--- src/rtl/wb_stage_pkg.sv ---
// Shared encodings and default widths for the writeback stage.
// Imported by the load extractor and the stage top.
package wb_stage_pkg;

   localparam int unsigned DATA_W_DEF = 32;
   localparam int unsigned REG_AW_DEF = 6;
   localparam int unsigned CNT_W_DEF  = 16;

   localparam logic [1:0] LDSIZE_WORD = 2'b00;
   localparam logic [1:0] LDSIZE_HALF = 2'b01;
   localparam logic [1:0] LDSIZE_BYTE = 2'b10;

   localparam int unsigned REG_ZERO = 0;

endpackage

--- src/rtl/wb_stage_load_extract.sv ---
// Combinational sub-word selection and extension of a raw load word.
// Reserved size encoding behaves as a word load.
module load_extract
   import wb_stage_pkg::*;
#(
   parameter int unsigned DATA_W = DATA_W_DEF
) (
   input  logic [DATA_W-1:0] memdata,
   input  logic [1:0]        ldsize,
   input  logic              ldsigned,
   input  logic [1:0]        byteoff,
   output logic [DATA_W-1:0] data,
   output logic              misalign
);

   logic [7:0]  b;
   logic [15:0] h;

   always_comb begin
      b        = memdata[{byteoff, 3'b000} +: 8];
      h        = memdata[{byteoff[1], 4'b0000} +: 16];
      data     = memdata;
      misalign = 1'b0;
      unique case (ldsize)
         LDSIZE_BYTE: begin
            data = {{(DATA_W-8){ldsigned & b[7]}}, b};
         end
         LDSIZE_HALF: begin
            data     = {{(DATA_W-16){ldsigned & h[15]}}, h};
            misalign = byteoff[0];
         end
         default: begin
            data     = memdata;
            misalign = (byteoff != 2'b00);
         end
      endcase
   end

endmodule

--- src/rtl/wb_stage.sv ---
// Writeback stage: one-entry holding register feeding the register file,
// a forwarding bypass and a retire counter.
module wb_stage
   import wb_stage_pkg::*;
#(
   parameter int unsigned DATA_W = DATA_W_DEF,
   parameter int unsigned REG_AW = REG_AW_DEF,
   parameter int unsigned CNT_W  = CNT_W_DEF
) (
   input  logic              clk,
   input  logic              rst,
   input  logic              in_valid,
   output logic              in_ready,
   input  logic              in_regwrite,
   input  logic              in_memtoreg,
   input  logic [REG_AW-1:0] in_writer,
   input  logic [DATA_W-1:0] in_aluresult,
   input  logic [DATA_W-1:0] in_memdata,
   input  logic [1:0]        in_ldsize,
   input  logic              in_ldsigned,
   input  logic [1:0]        in_byteoff,
   input  logic              stall,
   input  logic              flush,
   output logic              regwrite,
   output logic [REG_AW-1:0] writer,
   output logic [DATA_W-1:0] writedata,
   output logic              fwd_valid,
   output logic [REG_AW-1:0] fwd_reg,
   output logic [DATA_W-1:0] fwd_data,
   output logic              misalign,
   output logic [CNT_W-1:0]  retire_count
);

   logic              valid_q;
   logic              fresh_q;
   logic              regwrite_q;
   logic [REG_AW-1:0] writer_q;
   logic [DATA_W-1:0] writedata_q;
   logic              misalign_q;

   logic              cap;
   logic [DATA_W-1:0] ld_data;
   logic              ld_mis;
   logic              wr_ok;

   assign in_ready = !stall;
   assign cap      = in_valid && in_ready && !flush;

   load_extract #(.DATA_W(DATA_W)) u_ext (
      .memdata  (in_memdata),
      .ldsize   (in_ldsize),
      .ldsigned (in_ldsigned),
      .byteoff  (in_byteoff),
      .data     (ld_data),
      .misalign (ld_mis)
   );

   always_ff @(posedge clk) begin
      if (rst) begin
         valid_q      <= 1'b0;
         fresh_q      <= 1'b0;
         regwrite_q   <= 1'b0;
         writer_q     <= '0;
         writedata_q  <= '0;
         misalign_q   <= 1'b0;
         retire_count <= '0;
      end else begin
         if (flush) begin
            valid_q <= 1'b0;
            fresh_q <= 1'b0;
         end else if (cap) begin
            valid_q     <= 1'b1;
            fresh_q     <= 1'b1;
            regwrite_q  <= in_regwrite;
            writer_q    <= in_writer;
            writedata_q <= in_memtoreg ? ld_data : in_aluresult;
            misalign_q  <= in_memtoreg & ld_mis;
         end else if (stall) begin
            fresh_q <= 1'b0;
         end else begin
            valid_q <= 1'b0;
            fresh_q <= 1'b0;
         end
         if (cap)
            retire_count <= retire_count + CNT_W'(1);
      end
   end

   // Forwarding stays live across stalls; the write port fires only once.
   assign wr_ok = valid_q && regwrite_q && !misalign_q &&
                  (writer_q != REG_AW'(REG_ZERO));

   assign regwrite  = wr_ok && fresh_q;
   assign writer    = writer_q;
   assign writedata = writedata_q;
   assign fwd_valid = wr_ok;
   assign fwd_reg   = writer_q;
   assign fwd_data  = writedata_q;
   assign misalign  = misalign_q;

endmodule
--- config.mk ---
export PLATFORM = sky130hd
export DESIGN_NAME = wb_stage
export DESIGN_NICKNAME = d
export VERILOG_FILES = /design/src/rtl/wb_stage_pkg.sv /design/src/rtl/wb_stage_load_extract.sv /design/src/rtl/wb_stage.sv
export SDC_FILE = /design/constraint.sdc
export NUM_CORES = 1
export LEC_CHECK = 0
export ABC_AREA = 1
export CAP_MARGIN = 40
export CELL_PAD_IN_SITES_DETAIL_PLACEMENT = 1
export CELL_PAD_IN_SITES_GLOBAL_PLACEMENT = 2
export CORE_MARGIN = 5
export CORE_UTILIZATION = 22
export CTS_BUF_LIST = sky130_fd_sc_hd__clkbuf_2 sky130_fd_sc_hd__clkbuf_4 sky130_fd_sc_hd__clkbuf_8
export DETAILED_ROUTE_END_ITERATION = 10
export PLACE_DENSITY_LB_ADDON = 0.1
export SLEW_MARGIN = 10
export SYNTH_ARGS = -nofsm -noshare
export SYNTH_HDL_FRONTEND = slang
export SYNTH_SLANG_ARGS = --single-unit
--- constraint.sdc ---
create_clock -name clk -period 1.6 [get_ports clk]
set_input_delay 0.16 -clock clk [delete_from_list [all_inputs] [get_ports clk]]
set_output_delay 0.16 -clock clk [all_outputs]
set_load 0.02 [all_outputs]
* Word-level counts from Yosys, hierarchy flattened *
Index checks and enable logic that the tools add are counted.

storage, ports and cells
  bits in registers = 58
  input port bits = 82
  output and inout bits = 96
  word-level logic and storage cells = 36

operators by class
  add/subtract/negate cells = 1
  equality and inequality tests = 3
  shift operators = 2
  mux-type cells = 6
  bitwise gates (word level) = 4
  reductions and logical operators = 13

operators by type and width
  kind                                                                      number
  32-bit case mux with 2 select lines                                       1
  32-bit 2-to-1 mux                                                         1
  32-bit by 6-bit indexed part select with 16-bit output                    1
  32-bit by 6-bit indexed part select with 8-bit output                     1
  16-bit by 1-bit adder with 16-bit output (second input constant)          1
  1-bit logical AND                                                         6
  6-bit nonzero test                                                        1
  1-bit bitwise AND                                                         3
  1-bit logical NOT                                                         3
  1-bit 2-to-1 mux                                                          3
  2-bit by 1-bit equality test with 1-bit output (second input constant)    1
  2-bit equality test (second input constant)                               1
  2-bit by 1-bit inequality test with 1-bit output (second input constant)  1
  1-bit case mux with 2 select lines                                        1
  2-bit AND reduction                                                       1
  2-bit nonzero test                                                        1
  2-bit OR reduction                                                        1
  1-bit inverter                                                            1

* Longest topological paths before layout *
  depth in word-level cells = 4
  depth in mapped cells = 12
  gate-level depth less buffers = 11

* By module *
A second synthesis with hierarchy kept.

unflattened totals
  cells, all modules = 625
  area, all modules = 3792.4 sq um

by module, submodules not included
  module        times used  cells each  area each (sq um)  seq. area each (sq um)
  wb_stage      1           419         2917.8             1161.1
  load_extract  1           206         874.6              0.0

* Worst setup path after synthesis *
No wires, ideal clock.

  path type = register -> register
  start = register retire_count[1]
  end = register retire_count[12]
  setup time = 0.115 ns
  data arrival time = 1.455 ns
  data required time = 1.485 ns
  setup slack = 0.030 ns
  stages on the path, launching flop included = 9
  path buffers = 0
  period minus slack after synthesis = 1.570 ns
  path through = dfxtp_1 > ha_1 > nand3_1 > nor2_4 > nand3_4 > nor2_4 > nand2_1 > o21ai_1 > nor2_1

on the way
  word-level cells in the longest chain between the ends = 1

RTL lines
  element                                   line            source
  from (decl)                               wb_stage.sv:31  output logic [CNT_W-1:0] retire_count
  from (signal assigned)                    wb_stage.sv:85  retire_count <= retire_count + CNT_W'(1);
  16-bit by 1-bit adder with 16-bit output  wb_stage.sv:85

No other way between the ends.
A chain may end at the register's enable or synchronous reset.

* Worst setup path in the final report *
  start = register writedata_q[20], in the netlist fwd_data[20]
  end = output writedata[20]

RTL lines
  element                 line            source
  from (decl)             wb_stage.sv:38  logic [DATA_W-1:0] writedata_q;
  from (signal assigned)  wb_stage.sv:76  writedata_q <= in_memtoreg ? ld_data : in_aluresult;
  to (decl)               wb_stage.sv:26  output logic [DATA_W-1:0] writedata,

No word-level cell between the ends.

==> metrics.csv <==
stage,metric,value,unit
detailed_routing,Via density,4.44,
logic_synthesis,async set or reset register ratio after synthesis,0,%
logic_synthesis,post-synthesis sequential area ratio,30.9,%
floorplan,Die Y,141,um
worst_setup_path,crit path DAT,1.40,ns
detailed_routing,DR iter-0 viols,166,
layout,FF+latch area,1160,um2
timing,Final Hold Fails,0,
floorplan,site row count,47,
logic_synthesis,synthesis warning total,0,
outcome,status,finished clean,
clocking,CTS tree,done,
worst_setup_path,Slowest Stage Delay on Critical Path,0.64,ns
worst_setup_path,Max Fanout on Critical Path,3,
grt,Overflow after GRT,0,
floorplan,Initial Utilization,22.6,%
logic_synthesis,Synth Instances,540,
timing,Max Clk Rate,643,MHz
timing,Slew @ Worst Pin,0.348,ns
floorplan,total I/O pin count,178,
clocking,Clock Sinks,58,
power_and_ir_drop,peak supply drop,0.000344,V
timing,Worst Slack Setup Final,0.0442,ns
grt,largest net degree at the start of global routing,36,
placed_design,# port buffers,177,
detailed_routing,total routed wirelength,15.6,mm
clocking,clk buf depth,2,
detailed_routing,Avg WL per Cell,16.9,um
worst_setup_path,"slowest stage cell, crit path",clkdlybuf4s50_1,
worst_setup_path,worst path buffer plus inverter count,1,
layout,Fillers,2048,
worst_setup_path,R2R Path Start,retire_count[0]$_SDFFE_PP0P_,
clocking,H-tree depth,3,
grt,initial antenna violation count,1,
timing,RSZ-0062 raised after global routing,no,
logic_synthesis,largest area contributor in the netlist,dfxtp_1,
placed_design,Placed Cells,910,
worst_setup_path,critical path cell sequence,clkdlybuf4s50_1,
logic_synthesis,"Top FF cell, synth",dfxtp_1,
floorplan,DIE WIDTH,141,um
detailed_routing,vias post-DR,4107,
logic_synthesis,Post-synth EDFFs,0,
floorplan,core area,16600,um2
timing,crit share post-route,97.2,%
floorplan,Die ar.,19800,um2
grt,Total GRT Usage,15.8,%
min_path,Hold Path Class,input pin to register,
worst_setup_path,crit path launch,fwd_data[20]$_SDFFE_PP0P_,
layout,max reg flops,32,
timing,minimum clock period,1.56,ns
power_and_ir_drop,LEAKAGE,2.55,nW
worst_setup_path,CP Data Required Time,1.44,ns
logic_synthesis,Area contributors post-synth,"dfxtp_1 31%, a21oi_1 12%, buf_4 7.8%, o21ai_0 6.3%, nand2_1 5.5%",
power_and_ir_drop,total power,3.93,mW
clocking,clk_lat worst skew,0.35,ns
logic_synthesis,Yosys reg bits,58,
power_and_ir_drop,Pwr per Cell Area,668,nW/um2
logic_synthesis,Synth cell types,39,
run,max-cap viol count,0,
grt,vias in the first global route,4509,
grt,first-pass GRT wire length,24.7,mm
worst_setup_path,flop-to-flop setup slack,0.15,ns
detailed_routing,DRT Pass-1 Iters,4,
detailed_routing,Antenna Nets Post-Route,0,
placed_design,GPL Wtd Cong,0.828,
min_path,min-delay src,in_regwrite,
logic_synthesis,Avg Inst Size Synth,6.96,um2
clocking,TritonCTS Buffers,9,
layout,area delta synth->final,56.8,%
worst_setup_path,startpoint types,register,
clocking,clock input transition at the sequential cells of the worst setup and hold paths,0.07,ns
layout,layout cells sized above 1,19.7,%
layout,Multi-input gate area,1930,um2
logic_synthesis,Synth top area share,30.9,%
worst_setup_path,WS Path Type,register to primary output,
layout,nets@finish,786,
timing,setup violators final,0,
worst_setup_path,crit end category,primary output,
layout,"Core Util, Final",35.4,%
logic_synthesis,mapped cell area,3760,um2
timing,Slew Limit Fails,0,
logic_synthesis,Mapped Nets,625,
layout,final non-filler cell total,926,
timing,Slew headroom,76.6,%
placed_design,DP HPWL,12.7,mm
worst_setup_path,Top delay family on crit path,buffers and inverters,
placed_design,pre-CTS setup slack,-0.372,ns
timing,Layout Skew,0.00623,ns
clocking,root buf cell,clkbuf_8,
clocking,Post-CTS Hold Buffers,0,
detailed_routing,DRC,0,
## worst paths after layout
check	to	cells past startpoint
hold reg to reg	retire_count[14]$_SDFFE_PP0P_	2
setup / recovery	writedata[20]	1
hold / removal	regwrite_q$_SDFFE_PP0P_	3
setup reg to reg	retire_count[12]$_SDFFE_PP0P_	8
## cells in the final DEF (no fill, tap or decap), types with 4 or more instances in the layout
| cell type | netlist | routed |
|---|---|---|
| nand3_1 | 11 | 11 |
| o21ai_1 | 17 | 17 |
| dlymetal6s2s_1 | 1 | 11 |
| clkinv_2 | 1 | 5 |
| nand2_2 | 28 | 28 |
| clkdlybuf4s50_1 | 0 | 152 |
| a21oi_2 | 10 | 10 |
| nor2_1 | 55 | 54 |
| o22ai_1 | 7 | 7 |
| dfxtp_1 | 58 | 58 |
| or2_2 | 23 | 23 |
| buf_4 | 39 | 32 |
| nor3_1 | 6 | 6 |
| nand2_1 | 55 | 55 |
| inv_2 | 5 | 6 |
| a21oi_1 | 90 | 90 |
| nor2_2 | 3 | 4 |
| clkbuf_8 | 3 | 9 |
| o21ai_0 | 47 | 47 |
| inv_1 | 36 | 35 |
| dlygate4sd2_1 | 0 | 12 |
| buf_12 | 0 | 9 |
## kinds of logic after synthesis
group	count (synthesis)	share of synthesized area (%)
compound gates	174	24.7
xor+xnor	1	0.233
fa+ha+maj	3	0.999
buf+inv	111	17.8
flops	58	30.9
simple gates	193	25.4
## synthesized netlist by cell type, drive strengths merged (3+ instances only)
cell    count
nor3        6
nand4       3
nand2      85
ha          3
or2        23
buf        52
o21ai      64
inv        42
o22ai       7
nand3      13
dfxtp      58
nor2       61
a21oi     100
clkbuf     15
## where the power goes
part           switching, mW  total, mW  internal [mW]  leakage [nW]
Combinational          0.595       1.18          0.588          1.99
Sequential            0.0497       1.55           1.50         0.473
Clock                  0.621       1.20          0.577        0.0896
## stage by stage
| stage | cell area, um2 | hold WS, ns | setup TNS [ns] |
|---|---|---|---|
| 2_1_floorplan | 3760 | 0.239 | 0 |
| 6_report | 5890 | 0.436 | 0 |
| 3_5_place_dp | 5720 | 0.471 | -7.97 |
| 5_1_grt | 5890 | 0.441 | 0 |
| 3_3_place_gp | 5720 | 0.463 | -7.26 |
| 4_1_cts | 5860 | 0.412 | 0 |
## metal layers
metal / GRT usage, % / vias to the layer above / part of all wire [%]
met2: 26.7 / 101 / 48
li1: - / 2063 / -
met3: 3.12 / 14 / 4.2
met1: 20.0 / 1929 / 46
met5: 0 / - / 0
met4: 5.35 / 0 / 1.2
## repair_timing
item	in CTS	in global routing
setup endpoints to repair	14	21
pin swaps	1	0
gates resized for setup	20	13
cloned	0	0
buffers inserted	0	0
hold endpoints to repair	0	0
## worst min-delay path: stages
cell             delay, ns
clkdlybuf4s50_1       0.39
o21ai_0               0.15
nor2_1                0.04
## layout make-up
| type | count | share of cell area [%] |
|---|---|---|
| multi-input cells | 371 | 32.8 |
| clock inverters | 4 | 0.340 |
| well taps | 220 | 4.67 |
| diodes | 1 | 0.0425 |
| repair buffers | 218 | 37.3 |
| inverters | 43 | 2.85 |
| clock buffers | 11 | 2.36 |
| flip-flops and latches | 58 | 19.7 |
No activity file was read; power rests on OpenSTA's default activity.
